[src/rtl/mem_pkg.sv]
`default_nettype none
// +----------------------------------------------------------------------------+
// | mem_pkg : shared types for the posted-write buffer (entry, FSM states)      |
// | Rev 1.0                                                                     |
// +----------------------------------------------------------------------------+
package mem_pkg;

    localparam int WB_ADDR_W  = 20;
    localparam int WORD_BYTES = 8;
    localparam int ALIGN_BITS = $clog2(WORD_BYTES);

    typedef struct packed {
        logic                    valid;
        logic [WB_ADDR_W-1:0]    addr;
        logic [8*WORD_BYTES-1:0] data;
        logic [WORD_BYTES-1:0]   mask;
    } wb_entry_t;

    typedef enum logic [1:0] {
        IDLE  = 2'd0,
        DRAIN = 2'd1,
        READ  = 2'd2,
        RESP  = 2'd3
    } wb_state_e;

    function automatic logic [8*WORD_BYTES-1:0] merge_bytes(
        input logic [8*WORD_BYTES-1:0] old_w,
        input logic [8*WORD_BYTES-1:0] new_w,
        input logic [WORD_BYTES-1:0]   mask
    );
        logic [8*WORD_BYTES-1:0] res;
        res = old_w;
        for (int b = 0; b < WORD_BYTES; b++) begin
            if (mask[b]) res[8*b +: 8] = new_w[8*b +: 8];
        end
        return res;
    endfunction

endpackage
`default_nettype wire

[src/rtl/mem_write_buffer_if.sv]
`default_nettype none
// +----------------------------------------------------------------------------+
// | mem_write_buffer_if : CPU-side and memory-side buses of the write buffer    |
// | Rev 1.0                                                                     |
// +----------------------------------------------------------------------------+
interface mem_write_buffer_if #(
    parameter int AW = 20,
    parameter int DB = 8,
    parameter int CW = 3
);
    logic [AW-1:0]   cpu_address;
    logic [8*DB-1:0] cpu_data_in;
    logic [DB-1:0]   cpu_bytemask;
    logic            cpu_write;
    logic            cpu_start_access;
    logic            cpu_access_done;
    logic [8*DB-1:0] cpu_data_out;
    logic [AW-1:0]   mem_address;
    logic [8*DB-1:0] mem_data_in;
    logic [DB-1:0]   mem_bytemask;
    logic            mem_write;
    logic            mem_start_access;
    logic            mem_access_done;
    logic [8*DB-1:0] mem_data_out;
    logic [CW-1:0]   buf_count;
    logic            buf_empty;

    modport slave (
        input  cpu_address, cpu_data_in, cpu_bytemask, cpu_write, cpu_start_access,
        input  mem_access_done, mem_data_out,
        output cpu_access_done, cpu_data_out,
        output mem_address, mem_data_in, mem_bytemask, mem_write, mem_start_access,
        output buf_count, buf_empty
    );

    modport master (
        output cpu_address, cpu_data_in, cpu_bytemask, cpu_write, cpu_start_access,
        output mem_access_done, mem_data_out,
        input  cpu_access_done, cpu_data_out,
        input  mem_address, mem_data_in, mem_bytemask, mem_write, mem_start_access,
        input  buf_count, buf_empty
    );
endinterface
`default_nettype wire

[src/rtl/wb_store.sv]
`default_nettype none
// +----------------------------------------------------------------------------+
// | wb_store : circular entry array with merge lookup and byte-forwarding mux   |
// | Rev 1.0                                                                     |
// +----------------------------------------------------------------------------+
module wb_store
    import mem_pkg::*;
#(
    parameter int DEPTH = 4,
    parameter int AW    = WB_ADDR_W,
    parameter int DB    = WORD_BYTES,
    parameter int CW    = $clog2(DEPTH) + 1
) (
    input  wire              clk,
    input  wire              reset,
    input  wire [AW-1:0]     i_addr,
    input  wire [8*DB-1:0]   i_data,
    input  wire [DB-1:0]     i_mask,
    input  wire              i_lock_head,
    input  wire              i_merge,
    input  wire              i_push,
    input  wire              i_pop,
    output logic             o_merge_hit,
    output logic             o_full,
    output logic             o_empty,
    output logic             o_rd_any,
    output logic [DB-1:0]    o_rd_mask,
    output logic [8*DB-1:0]  o_fwd_data,
    output logic [AW-1:0]    o_head_addr,
    output logic [8*DB-1:0]  o_head_data,
    output logic [DB-1:0]    o_head_mask,
    output logic [CW-1:0]    o_count
);
    localparam int PW = $clog2(DEPTH);

    wb_entry_t     r_ent [DEPTH];
    logic [PW-1:0] r_head;
    logic [PW-1:0] r_tail;
    logic [CW-1:0] r_count;
    logic [PW-1:0] w_merge_idx;
    logic [PW-1:0] w_idx;

    // The entry being drained is excluded so a late merge cannot miss memory.
    always_comb begin
        o_merge_hit = 1'b0;
        w_merge_idx = '0;
        for (int i = 0; i < DEPTH; i++) begin
            if (r_ent[i].valid && (r_ent[i].addr == i_addr) &&
                !(i_lock_head && (PW'(i) == r_head))) begin
                o_merge_hit = 1'b1;
                w_merge_idx = PW'(i);
            end
        end
    end

    // Walk oldest to youngest so younger bytes overwrite older ones.
    always_comb begin
        o_rd_any   = 1'b0;
        o_rd_mask  = '0;
        o_fwd_data = '0;
        w_idx      = '0;
        for (int k = 0; k < DEPTH; k++) begin
            w_idx = r_head + PW'(k);
            if (r_ent[w_idx].valid && (r_ent[w_idx].addr == i_addr)) begin
                o_rd_any   = 1'b1;
                o_rd_mask  = o_rd_mask | r_ent[w_idx].mask;
                o_fwd_data = merge_bytes(o_fwd_data, r_ent[w_idx].data, r_ent[w_idx].mask);
            end
        end
    end

    always_ff @(posedge clk or posedge reset) begin
        if (reset) begin
            for (int i = 0; i < DEPTH; i++) r_ent[i] <= '0;
            r_head  <= '0;
            r_tail  <= '0;
            r_count <= '0;
        end else begin
            if (i_merge) begin
                r_ent[w_merge_idx].data <= merge_bytes(r_ent[w_merge_idx].data, i_data, i_mask);
                r_ent[w_merge_idx].mask <= r_ent[w_merge_idx].mask | i_mask;
            end
            if (i_push) begin
                r_ent[r_tail] <= '{valid: 1'b1, addr: i_addr, data: i_data, mask: i_mask};
                r_tail        <= r_tail + 1'b1;
            end
            if (i_pop) begin
                r_ent[r_head].valid <= 1'b0;
                r_head              <= r_head + 1'b1;
            end
            case ({i_push, i_pop})
                2'b10:   r_count <= r_count + 1'b1;
                2'b01:   r_count <= r_count - 1'b1;
                default: r_count <= r_count;
            endcase
        end
    end

    assign o_full      = (r_count == CW'(DEPTH));
    assign o_empty     = (r_count == '0);
    assign o_head_addr = r_ent[r_head].addr;
    assign o_head_data = r_ent[r_head].data;
    assign o_head_mask = r_ent[r_head].mask;
    assign o_count     = r_count;

endmodule
`default_nettype wire

[src/rtl/mem_write_buffer.sv]
`default_nettype none
// +----------------------------------------------------------------------------+
// | mem_write_buffer : posted-write buffer, CPU handshake and memory-side FSM   |
// | Rev 1.0                                                                     |
// +----------------------------------------------------------------------------+
module mem_write_buffer
    import mem_pkg::*;
#(
    parameter int DMEM_ADDRESS_WIDTH = WB_ADDR_W,
    parameter int DEPTH              = 4,
    parameter int DATA_BYTES         = WORD_BYTES
) (
    input  wire               clk,
    input  wire               reset,
    mem_write_buffer_if.slave bus
);
    localparam int CW = $clog2(DEPTH) + 1;

    wb_state_e                     r_state;
    logic                          r_cpu_done;
    logic [8*DATA_BYTES-1:0]       r_cpu_data;
    logic [DMEM_ADDRESS_WIDTH-1:0] r_mem_addr;
    logic [8*DATA_BYTES-1:0]       r_mem_data;
    logic [DATA_BYTES-1:0]         r_mem_mask;
    logic                          r_mem_write;
    logic                          r_mem_start;

    logic                          w_merge_hit, w_full, w_empty, w_rd_any;
    logic [DATA_BYTES-1:0]         w_rd_mask, w_head_mask;
    logic [8*DATA_BYTES-1:0]       w_fwd_data, w_head_data;
    logic [DMEM_ADDRESS_WIDTH-1:0] w_head_addr;
    logic [CW-1:0]                 w_count;
    logic w_req, w_wr_req, w_rd_req, w_merge, w_push, w_fwd;
    logic w_rd_issue, w_drain_go, w_pop, w_lock_head;

    // Inputs still belong to the finished request while done is high.
    assign w_req       = bus.cpu_start_access && !r_cpu_done &&
                         ((r_state == IDLE) || (r_state == DRAIN));
    assign w_wr_req    = w_req && bus.cpu_write;
    assign w_rd_req    = w_req && !bus.cpu_write;
    assign w_merge     = w_wr_req && w_merge_hit;
    assign w_push      = w_wr_req && !w_merge_hit && !w_full;
    assign w_fwd       = w_rd_req && (&w_rd_mask);
    assign w_rd_issue  = w_rd_req && !w_rd_any && (r_state == IDLE);
    assign w_drain_go  = (r_state == IDLE) && !w_empty && !w_rd_issue;
    assign w_pop       = (r_state == DRAIN) && bus.mem_access_done;
    assign w_lock_head = (r_state == DRAIN) || w_drain_go;

    wb_store #(
        .DEPTH (DEPTH),
        .AW    (DMEM_ADDRESS_WIDTH),
        .DB    (DATA_BYTES),
        .CW    (CW)
    ) u_store (
        .clk         (clk),
        .reset       (reset),
        .i_addr      (bus.cpu_address),
        .i_data      (bus.cpu_data_in),
        .i_mask      (bus.cpu_bytemask),
        .i_lock_head (w_lock_head),
        .i_merge     (w_merge),
        .i_push      (w_push),
        .i_pop       (w_pop),
        .o_merge_hit (w_merge_hit),
        .o_full      (w_full),
        .o_empty     (w_empty),
        .o_rd_any    (w_rd_any),
        .o_rd_mask   (w_rd_mask),
        .o_fwd_data  (w_fwd_data),
        .o_head_addr (w_head_addr),
        .o_head_data (w_head_data),
        .o_head_mask (w_head_mask),
        .o_count     (w_count)
    );

    always_ff @(posedge clk or posedge reset) begin
        if (reset) begin
            r_state     <= IDLE;
            r_cpu_done  <= 1'b0;
            r_cpu_data  <= '0;
            r_mem_addr  <= '0;
            r_mem_data  <= '0;
            r_mem_mask  <= '0;
            r_mem_write <= 1'b0;
            r_mem_start <= 1'b0;
        end else begin
            r_cpu_done <= w_merge || w_push || w_fwd;
            if (w_fwd) r_cpu_data <= w_fwd_data;
            case (r_state)
                IDLE: begin
                    if (w_rd_issue) begin
                        r_state     <= READ;
                        r_mem_addr  <= bus.cpu_address;
                        r_mem_data  <= '0;
                        r_mem_mask  <= '1;
                        r_mem_write <= 1'b0;
                        r_mem_start <= 1'b1;
                    end else if (w_drain_go) begin
                        r_state     <= DRAIN;
                        r_mem_addr  <= w_head_addr;
                        r_mem_data  <= w_head_data;
                        r_mem_mask  <= w_head_mask;
                        r_mem_write <= 1'b1;
                        r_mem_start <= 1'b1;
                    end
                end
                DRAIN: begin
                    if (bus.mem_access_done) begin
                        r_state     <= IDLE;
                        r_mem_start <= 1'b0;
                    end
                end
                READ: begin
                    if (bus.mem_access_done) begin
                        r_state     <= RESP;
                        r_mem_start <= 1'b0;
                        r_cpu_done  <= 1'b1;
                        r_cpu_data  <= bus.mem_data_out;
                    end
                end
                RESP:    r_state <= IDLE;
                default: r_state <= IDLE;
            endcase
        end
    end

    assign bus.cpu_access_done  = r_cpu_done;
    assign bus.cpu_data_out     = r_cpu_data;
    assign bus.mem_address      = r_mem_addr;
    assign bus.mem_data_in      = r_mem_data;
    assign bus.mem_bytemask     = r_mem_mask;
    assign bus.mem_write        = r_mem_write;
    assign bus.mem_start_access = r_mem_start;
    assign bus.buf_count        = w_count;
    assign bus.buf_empty        = w_empty && (r_state != DRAIN);

    a_cpu_aligned: assert property (@(posedge clk) disable iff (reset)
        bus.cpu_start_access |-> (bus.cpu_address[ALIGN_BITS-1:0] == '0));

endmodule
`default_nettype wire
[src/flat_wrapper.sv]
// flat-port wrapper written by rule: the top's interface ports become plain ports
module mem_write_buffer_flat import mem_pkg::*;
#(
    parameter int DMEM_ADDRESS_WIDTH = WB_ADDR_W,
    parameter int DEPTH              = 4,
    parameter int DATA_BYTES         = WORD_BYTES
)
  (clk, reset, bus_cpu_address, bus_cpu_data_in, bus_cpu_bytemask, bus_cpu_write, bus_cpu_start_access, bus_mem_access_done, bus_mem_data_out, bus_cpu_access_done, bus_cpu_data_out, bus_mem_address, bus_mem_data_in, bus_mem_bytemask, bus_mem_write, bus_mem_start_access, bus_buf_count, bus_buf_empty);
  mem_write_buffer_if bus_i ();
  input  wire clk;
  input  wire reset;
  input wire logic [$bits(bus_i.cpu_address)-1:0] bus_cpu_address;
  input wire logic [$bits(bus_i.cpu_data_in)-1:0] bus_cpu_data_in;
  input wire logic [$bits(bus_i.cpu_bytemask)-1:0] bus_cpu_bytemask;
  input wire logic [$bits(bus_i.cpu_write)-1:0] bus_cpu_write;
  input wire logic [$bits(bus_i.cpu_start_access)-1:0] bus_cpu_start_access;
  input wire logic [$bits(bus_i.mem_access_done)-1:0] bus_mem_access_done;
  input wire logic [$bits(bus_i.mem_data_out)-1:0] bus_mem_data_out;
  output wire logic [$bits(bus_i.cpu_access_done)-1:0] bus_cpu_access_done;
  output wire logic [$bits(bus_i.cpu_data_out)-1:0] bus_cpu_data_out;
  output wire logic [$bits(bus_i.mem_address)-1:0] bus_mem_address;
  output wire logic [$bits(bus_i.mem_data_in)-1:0] bus_mem_data_in;
  output wire logic [$bits(bus_i.mem_bytemask)-1:0] bus_mem_bytemask;
  output wire logic [$bits(bus_i.mem_write)-1:0] bus_mem_write;
  output wire logic [$bits(bus_i.mem_start_access)-1:0] bus_mem_start_access;
  output wire logic [$bits(bus_i.buf_count)-1:0] bus_buf_count;
  output wire logic [$bits(bus_i.buf_empty)-1:0] bus_buf_empty;
  assign bus_i.cpu_address = bus_cpu_address;
  assign bus_i.cpu_data_in = bus_cpu_data_in;
  assign bus_i.cpu_bytemask = bus_cpu_bytemask;
  assign bus_i.cpu_write = bus_cpu_write;
  assign bus_i.cpu_start_access = bus_cpu_start_access;
  assign bus_i.mem_access_done = bus_mem_access_done;
  assign bus_i.mem_data_out = bus_mem_data_out;
  assign bus_cpu_access_done = bus_i.cpu_access_done;
  assign bus_cpu_data_out = bus_i.cpu_data_out;
  assign bus_mem_address = bus_i.mem_address;
  assign bus_mem_data_in = bus_i.mem_data_in;
  assign bus_mem_bytemask = bus_i.mem_bytemask;
  assign bus_mem_write = bus_i.mem_write;
  assign bus_mem_start_access = bus_i.mem_start_access;
  assign bus_buf_count = bus_i.buf_count;
  assign bus_buf_empty = bus_i.buf_empty;
  mem_write_buffer #(.DMEM_ADDRESS_WIDTH(DMEM_ADDRESS_WIDTH), .DEPTH(DEPTH), .DATA_BYTES(DATA_BYTES)) u_core (.clk(clk), .reset(reset), .bus(bus_i));
endmodule
[config.mk]
export PLATFORM = sky130hd
export DESIGN_NAME = mem_write_buffer_flat
export DESIGN_NICKNAME = d
export VERILOG_FILES = /design/src/rtl/mem_pkg.sv /design/src/rtl/mem_write_buffer_if.sv /design/src/rtl/wb_store.sv /design/src/rtl/mem_write_buffer.sv /design/src/flat_wrapper.sv
export SDC_FILE = /design/constraint.sdc
export NUM_CORES = 2
export LEC_CHECK = 0
export BUFFER_PORTS_ARGS = -buffer_cell sky130_fd_sc_hd__buf_2
export CORE_MARGIN = 8
export CORE_UTILIZATION = 56
export DETAILED_ROUTE_END_ITERATION = 10
export GPL_TIMING_DRIVEN = 0
export PLACE_DENSITY = 0.78
export SLEW_MARGIN = 10
export SYNTH_ARGS = -nofsm -noshare
export SYNTH_HDL_FRONTEND = slang
export SYNTH_SLANG_ARGS = --single-unit
[constraint.sdc]
create_clock -name clk -period 20.1 [get_ports clk]
set_input_delay 6.03 -clock clk [delete_from_list [all_inputs] [get_ports clk]]
set_output_delay 6.03 -clock clk [all_outputs]
set_load 0.005 [all_outputs]
# Yosys cells after proc, flatten, opt, wreduce, memory -nomap -nowiden
# Cells that the tools add are included.
# totals
elab_cells,252
register_bits,540
input_bits,161
output_inout_bits,163
# classes
muxes,119
bitwise,10
eq_ne,22
n_addsub,6
magnitude_cmp,9
reduce_logical,59
# op_table
operator,n
$bwmux W372,4
$mux W372,3
$bmux W93 S2,5
$mux W93,10
$demux W93 S2,4
$mux W64,9
$mux W8,55
$mux W72,3
$eq A20 B20 Y1,8
$mux W20,2
$logic_and A1 B1 Y1,33
$or A8 B8 Y8,4
$ge A3 B3 Y1 const B,6
$not A2 Y3,6
$mux W1,15
$mux W2,6
$logic_not A1 Y1,11
$lt A3 B1 Y1 const B,3
$pmux W2 S4,1
$reduce_and A8 Y1,1
$eq A2 B2 Y1 const B,3
$pmux W3 S2,1
$reduce_and A3 Y1,2
$reduce_bool A2 Y1,3
other kinds (17),27

# Longest topological paths before layout
# logic_depth
word_depth,35
mapped_depth,28
depth_no_buf,17

# Cells and area by module
# A second synthesis with hierarchy kept.
# unflattened
cells_unflattened,4241
hier_area_um2,40530.1
# modules_own_cells
module,seq_area_each_um2,area_per_inst_um2,n_inst,cells_per_inst
wb_store,9484.1,32967.9,1,3416
mem_write_buffer,4028.9,7562.3,1,825

# Worst setup path before layout
# OpenSTA, ideal clock, no wires.
# synth_path
kind,in2reg
from,in bus_cpu_address[0]
to,"reg u_core.u_store.r_count[2], in the netlist u_core.u_store.o_count[2]"
path_slack_ns,10.456
cell_stages,18
setup_time_ns,0.125
required_ns,19.975
t_arrival_ns,9.519
path_cell_list,clkbuf_2 clkinv_1 a221oi_1 a31oi_1 or4b_1 nor4b_2 or3_1 buf_1 o311a_1 and3_1 buf_2 o21ai_1 ha_1 inv_1 fa_1 xor2_1 nor2_1 xor2_1
# synth_between
elab_chain_cells,24
# synth_lines
item,line_no,source
start: declaration,flat_wrapper.sv:12,input wire logic [$bits(bus_i.cpu_address)-1:0] bus_cpu_address;
$eq A20 B20 Y1,wb_store.sv:64,if (r_ent[w_idx].valid && (r_ent[w_idx].addr == i_addr)) begin
$logic_and A1 B1 Y1,wb_store.sv:64,
$mux W1 (4 in series),wb_store.sv:64,
$logic_not A1 Y1,mem_write_buffer.sv:44,assign w_rd_issue = w_rd_req && !w_rd_any && (r_state == IDLE);
$logic_and A1 B1 Y1 (2 in series),mem_write_buffer.sv:44,
$logic_not A1 Y1,mem_write_buffer.sv:45,assign w_drain_go = (r_state == IDLE) && !w_empty && !w_rd_issue;
$logic_and A1 B1 Y1,mem_write_buffer.sv:45,
$logic_or A1 B1 Y1,mem_write_buffer.sv:47,assign w_lock_head = (r_state == DRAIN) || w_drain_go;
$logic_and A1 B1 Y1,wb_store.sv:49,!(i_lock_head && (PW'(i) == r_head))) begin
$logic_not A1 Y1,wb_store.sv:49,
$logic_and A1 B1 Y1,wb_store.sv:48,if (r_ent[i].valid && (r_ent[i].addr == i_addr) &&
$mux W1 (3 in series),wb_store.sv:48,
$mux W1 (*),wb_store.sv:48,
$logic_not A1 Y1 (*),mem_write_buffer.sv:42,assign w_push = w_wr_req && !w_merge_hit && !w_full;
$logic_and A1 B1 Y1 (*) (2 in series),mem_write_buffer.sv:42,
$eq A2 B1 Y1 / $eq A2 B2 Y1 (equally long branches),wb_store.sv:91,"case ({i_push, i_pop})"
$pmux W3 S2 / $reduce_bool A2 Y1 (equally long branches),--,
end signal: assignment,wb_store.sv:92,2'b10: r_count <= r_count + 1'b1;
end signal: assignment,wb_store.sv:93,2'b01: r_count <= r_count - 1'b1;
end signal: assignment,wb_store.sv:94,default: r_count <= r_count;
end: declaration,wb_store.sv:39,logic [CW-1:0] r_count;
# Mark *: on every way between the ends. The rest lies on a longest branch, timed or not.
# A chain may end at the register's enable or synchronous reset.

# Worst setup path in the final report
# layout_path
from,in bus_cpu_address[2]
to,reg u_core.u_store.r_ent[198] (netlist name)
# layout_between
elab_chain_cells,31
# layout_lines
item,line_no,source
$eq A20 B20 Y1,wb_store.sv:64,
$logic_and A1 B1 Y1,wb_store.sv:64,
$mux W1 (4 in series),wb_store.sv:64,
$logic_not A1 Y1,mem_write_buffer.sv:44,
$logic_and A1 B1 Y1 (2 in series),mem_write_buffer.sv:44,
$logic_not A1 Y1,mem_write_buffer.sv:45,
$logic_and A1 B1 Y1,mem_write_buffer.sv:45,
$logic_or A1 B1 Y1,mem_write_buffer.sv:47,
[... 11 more ...],--,
$mux W8,wb_store.sv:79,if (i_merge) begin
$bwmux W372,wb_store.sv:80,"r_ent[w_merge_idx].data <= merge_bytes(r_ent[w_merge_idx].data, i_data, i_mask);"
$bwmux W372,wb_store.sv:81,r_ent[w_merge_idx].mask <= r_ent[w_merge_idx].mask | i_mask;
$mux W372,wb_store.sv:79,
$bwmux W372,wb_store.sv:84,"r_ent[r_tail] <= '{valid: 1'b1, addr: i_addr, data: i_data, mask: i_mask};"
$mux W372 (*),wb_store.sv:83,if (i_push) begin
$bwmux W372,wb_store.sv:88,r_ent[r_head].valid <= 1'b0;
$mux W372 (*),wb_store.sv:87,if (i_pop) begin
end signal: indexed assignment,wb_store.sv:84,
end: declaration,wb_store.sv:36,wb_entry_t r_ent [DEPTH];
# Mark *: on every way between the ends. The rest lies on a longest branch, timed or not. The select of a mux whose other input is x is not followed.

==> key figures <==
Timing
  – Worst clock skew: 21.22 ps
  – Min Tclk post-route: 12140 ps
  – Transition time of the tightest slew-check pin: 1505 ps
  – Number of hold violations in the final report: 0
  – Final setup fails: 0
  – Highest achievable clock rate: 82.35 MHz
  – Number of pins exceeding their max-slew limit in the final report: 10
  – Final-layout setup total negative slack: 0 ps
  – Final period utilization: a little over 60%
  – Worst slew slack as a fraction of its limit: -0.3576%
  – Unrepaired setup endpoints after global routing: false

Routing
  – Iter 0 DRT Violations: 7472
  – Vias: just over 40000
  – Detail-routed via count per cell: 7.643
  – Overall routed net length: 185900 um
  – Post-detailed-route count of antenna-violating nets: 0
  – Post-route DRC violation count: 0
  – Final routed wire length divided by cell count: ~34 um
  – Detailed Routing Iterations Pass 1: 9

Synth
  – Adder and majority cell fraction of the synthesized area: 0.4291%
  – Ranking of synthesized cells by instance count: 540 x sky130_fd_sc_hd__dfrtp_1, 472 x sky130_fd_sc_hd__nand2_1, 297 x sky130_fd_sc_hd__mux2i_1, 271 x sky130_fd_sc_hd__a221o_1, 258 x sky130_fd_sc_hd__clkbuf_1
  – Proportion of register bits with asynchronous set or reset after synthesis: 100.0%
  – Synth warnings: 0
  – EDFF count, synth: 0
  – Synth unique cells: 82
  – Fraction of post-synthesis cell area in the top cell type by area: 34.07%
  – Proportion of synthesized area in mux cells: 21.90%
  – Cell taking the most area after synthesis: sky130_fd_sc_hd__dfrtp_1
  – Sequential-to-total area share from yosys stat: between 30% and 40%
  – Top post-synthesis cells by area: sky130_fd_sc_hd__dfrtp_1 34%, sky130_fd_sc_hd__mux4_2 12%, sky130_fd_sc_hd__mux2i_1 7.5%
  – Combinational family with the most area after synthesis: compound AO/OA/AOI/OAI gates
  – Cell Area, Synth: a little under 0.04 sq mm
  – Most frequently used cell type in the post-synthesis netlist: sky130_fd_sc_hd__dfrtp_1
  – Mapped Nets: 4158
  – Simple-Gate Fraction of Synth Area: 13.09%
  – Number of synthesized register bits: 540
  – Post-synthesis cell count: 3984
  – Post-Synth XOR/XNOR Area: 3.246%
  – Complex-gate fraction of the synthesized area: 22.44%
  – Per-instance average area after synthesis: 9.954 sq um
  – Most instantiated flip-flop cell in the synthesis netlist: sky130_fd_sc_hd__dfrtp_1

Critical path
  – Arrival time worst endpoint: 12650 ps
  – Setup CP Type: in -> reg
  – Data required time at the worst endpoint: 20600 ps
  – Largest fanout on the critical path: 11
  – Critical Path End Type: flop
  – Nature of the critical path startpoint: input pin

Clock network
  – Root buffer selected by CTS: sky130_fd_sc_hd__clkbuf_16
  – Buffers inserted by post-CTS timing repair: 0
  – Register clock-pin slew on the reported worst setup and hold paths: 60 ps
  – CTS Buf Count: 60
  – CTS Hold Bufs: 0
  – Maximum number of buffers from clock root to sink: 3
  – Post-cts gate resize count: 0
  – Level count of the clock H-tree: 2
  – Insertion delay to the later sink of the worst-skew pair: 670 ps
  – TritonCTS clock tree: yes
  – Number of clock sinks: 540

Layout
  – Count of nets after finishing: 4558
  – Number of standard cells in the final layout excluding fillers: 5396
  – Fillers: a little under 6000
  – Fraction of layout cells with a size suffix above 1: 19.08%
  – Final non-filler cell area: 0.04497 sq mm
  – Synthesis-to-layout area growth: 13.41%

Power and ir drop
  – Worst vdd rail ir drop: 102.5 uV
  – Power per cell area: 184.5 mW/mm^2
  – Static leakage power: between 0.015 and 0.02 uW

Die
  – Boundary pin count: 324
  – Floorplan die height: 282.1 um
  – Placeable core region: 0.07003 sq mm
  – Area of the die: 0.07959 sq mm
  – Effective utilization at floorplan: a little under three fifths
  – Row cnt: 97
  – Overall die width: roughly 280 um

Placement
  – IO Port Bufs: 312
  – Standard cell area after detailed placement: 0.04288 sq mm
  – Number of cells after detailed placement: 5262
  – Final weighted congestion in routability-driven placement: 1.070
  – Half-perimeter wire length after detailed placement: 135800 um

Global routing
  – Global Route Usage Sum: 45.10%
  – Wire length of the first global-routing pass: approximately 270000 um
  – Initial antenna violation count: 26
  – Overflow left after global routing: 0
  – Pin count of the biggest net entering global routing: 39
  – Number of global-route vias before repair: 39434

Min path
  – Class of the tightest hold or removal check: reg -> reg

Outcome
  – Violations in the final reports: max-capacitance violations, max-slew violations
  – Result of the run: finished with violations

Flow run
  – Max-cap check violation count: 2
## worst max-delay path, stage by stage
cell and delay [ps]:
sky130_fd_sc_hd__clkbuf_1 650, sky130_fd_sc_hd__inv_1 390, sky130_fd_sc_hd__and2_1 290, sky130_fd_sc_hd__a2111oi_0 690
sky130_fd_sc_hd__nand4_1 210, sky130_fd_sc_hd__nor4_2 260, sky130_fd_sc_hd__buf_4 260, sky130_fd_sc_hd__or3_1 130
sky130_fd_sc_hd__buf_1 210, sky130_fd_sc_hd__o41a_1 300, sky130_fd_sc_hd__and2_1 160, sky130_fd_sc_hd__clkbuf_1 870
sky130_fd_sc_hd__clkbuf_1 1150, sky130_fd_sc_hd__a21oi_1 730, sky130_fd_sc_hd__a2bb2oi_1 290
## area by class of cell
cell class	instances	area, sq um	share of cell area (%)
Multi-Input combinational cell	2990	24280	53.98
Sequential cell	540	13510	30.05
Timing Repair Buffer	338	1998	4.443
Buffer	407	1749	3.889
Clock buffer	87	1744	3.878
Tap cell	940	1176	2.615
Clock inverter	20	270.3	0.6009
Inverter	47	180.2	0.4006
Antenna cell	27	67.56	0.1502
## through the flow
stage          utilization [%]  hold slack, ps  power (uW)  setup WS, ps
2_1_floorplan                -           483.1        5259          6726
3_5_place_dp             61.23           480.6        6854          7991
6_report                 64.22           492.0        8298          7956
4_1_cts                  64.11           493.5        8032          8638
3_3_place_gp             60.55           472.7        6742          3341
5_1_grt                  64.16           517.2        8550          8147
## where the power goes
group / leakage, uW / internal, uW / switching, uW / total (uW)
combinational: 0.0118 / 2090 / 2630 / 4720
sequential: 0.00662 / 1620 / 783 / 2400
clock: 0.000993 / 675 / 501 / 1180
## final timing paths
path | from | to | slack, ps | depth (start not counted)
max reg2reg | u_core.u_store.r_head[1]$_DFFE_PP0P_ | u_core.u_store.r_ent[198]$_DFF_PP0_ | 9180 | 24
min in group asynchronous | reset | u_core.bus.cpu_data_out[5]$_DFF_PP0_ | 5240 | 2
min reg2reg | u_core.bus.mem_bytemask[1]$_DFFE_PP0P_ | u_core.bus.mem_bytemask[1]$_DFFE_PP0P_ | 490 | 2
min | u_core.bus.mem_bytemask[1]$_DFFE_PP0P_ | u_core.bus.mem_bytemask[1]$_DFFE_PP0P_ | 490 | 2
max | bus_cpu_address[2] | u_core.u_store.r_ent[198]$_DFF_PP0_ | 7960 | 15
max in group asynchronous | reset | u_core.u_store.r_ent[154]$_DFF_PP0_ | 13190 | 8
## layout by cell type, fill, tap and decap left out, types with 17 or more instances in the layout
| master | netlist | final |
|---|---|---|
| sky130_fd_sc_hd__buf_1 | 63 | 61 |
| sky130_fd_sc_hd__inv_1 | 35 | 34 |
| sky130_fd_sc_hd__o21ai_0 | 132 | 132 |
| sky130_fd_sc_hd__o31ai_1 | 17 | 17 |
| sky130_fd_sc_hd__or3_1 | 19 | 19 |
| sky130_fd_sc_hd__a211oi_1 | 23 | 22 |
| sky130_fd_sc_hd__clkbuf_16 | 0 | 61 |
| sky130_fd_sc_hd__nor3_1 | 31 | 30 |
| sky130_fd_sc_hd__mux2i_1 | 297 | 297 |
| sky130_fd_sc_hd__xor2_1 | 27 | 27 |
| sky130_fd_sc_hd__nand2b_1 | 33 | 33 |
| sky130_fd_sc_hd__dfrtp_1 | 540 | 540 |
| sky130_fd_sc_hd__diode_2 | 0 | 27 |
| sky130_fd_sc_hd__mux2_2 | 77 | 77 |
| sky130_fd_sc_hd__nor2_1 | 208 | 206 |
| sky130_fd_sc_hd__a2bb2oi_1 | 130 | 130 |
| sky130_fd_sc_hd__a21oi_1 | 205 | 205 |
| sky130_fd_sc_hd__nand2_1 | 472 | 472 |
| sky130_fd_sc_hd__o211a_1 | 66 | 66 |
| sky130_fd_sc_hd__xnor2_1 | 120 | 120 |
| sky130_fd_sc_hd__mux4_2 | 211 | 211 |
| sky130_fd_sc_hd__o2111ai_1 | 66 | 66 |
| sky130_fd_sc_hd__and3_1 | 89 | 89 |
| sky130_fd_sc_hd__buf_2 | 63 | 375 |
| sky130_fd_sc_hd__a221o_1 | 271 | 271 |
| sky130_fd_sc_hd__and2_1 | 37 | 37 |
| sky130_fd_sc_hd__o211ai_1 | 48 | 48 |
| sky130_fd_sc_hd__o311ai_0 | 23 | 23 |
| sky130_fd_sc_hd__o21ai_1 | 26 | 26 |
| sky130_fd_sc_hd__nand4_1 | 152 | 152 |
| sky130_fd_sc_hd__clkbuf_1 | 258 | 264 |
## routing by layer
layer	part of all wire (%)	routed length, um	track usage, %	up-vias
met3	16	29420	17.75	947
met1	35	64420	56.46	19973
met4	7.9	14630	29.47	14
met2	42	77350	64.49	3919
met5	0.046	85	0	-
li1	-	-	-	16389
## logic make-up after synthesis
kind of cell             Yosys count
multiplexers                     593
XOR/XNOR                         147
AO/OA/AOI/OAI                   1134
buffers and inverters            454
adder cells (fa/ha/maj)           13
flip-flops                       540
AND/OR/NAND/NOR                 1103
Power figures use the tool's default switching activity.
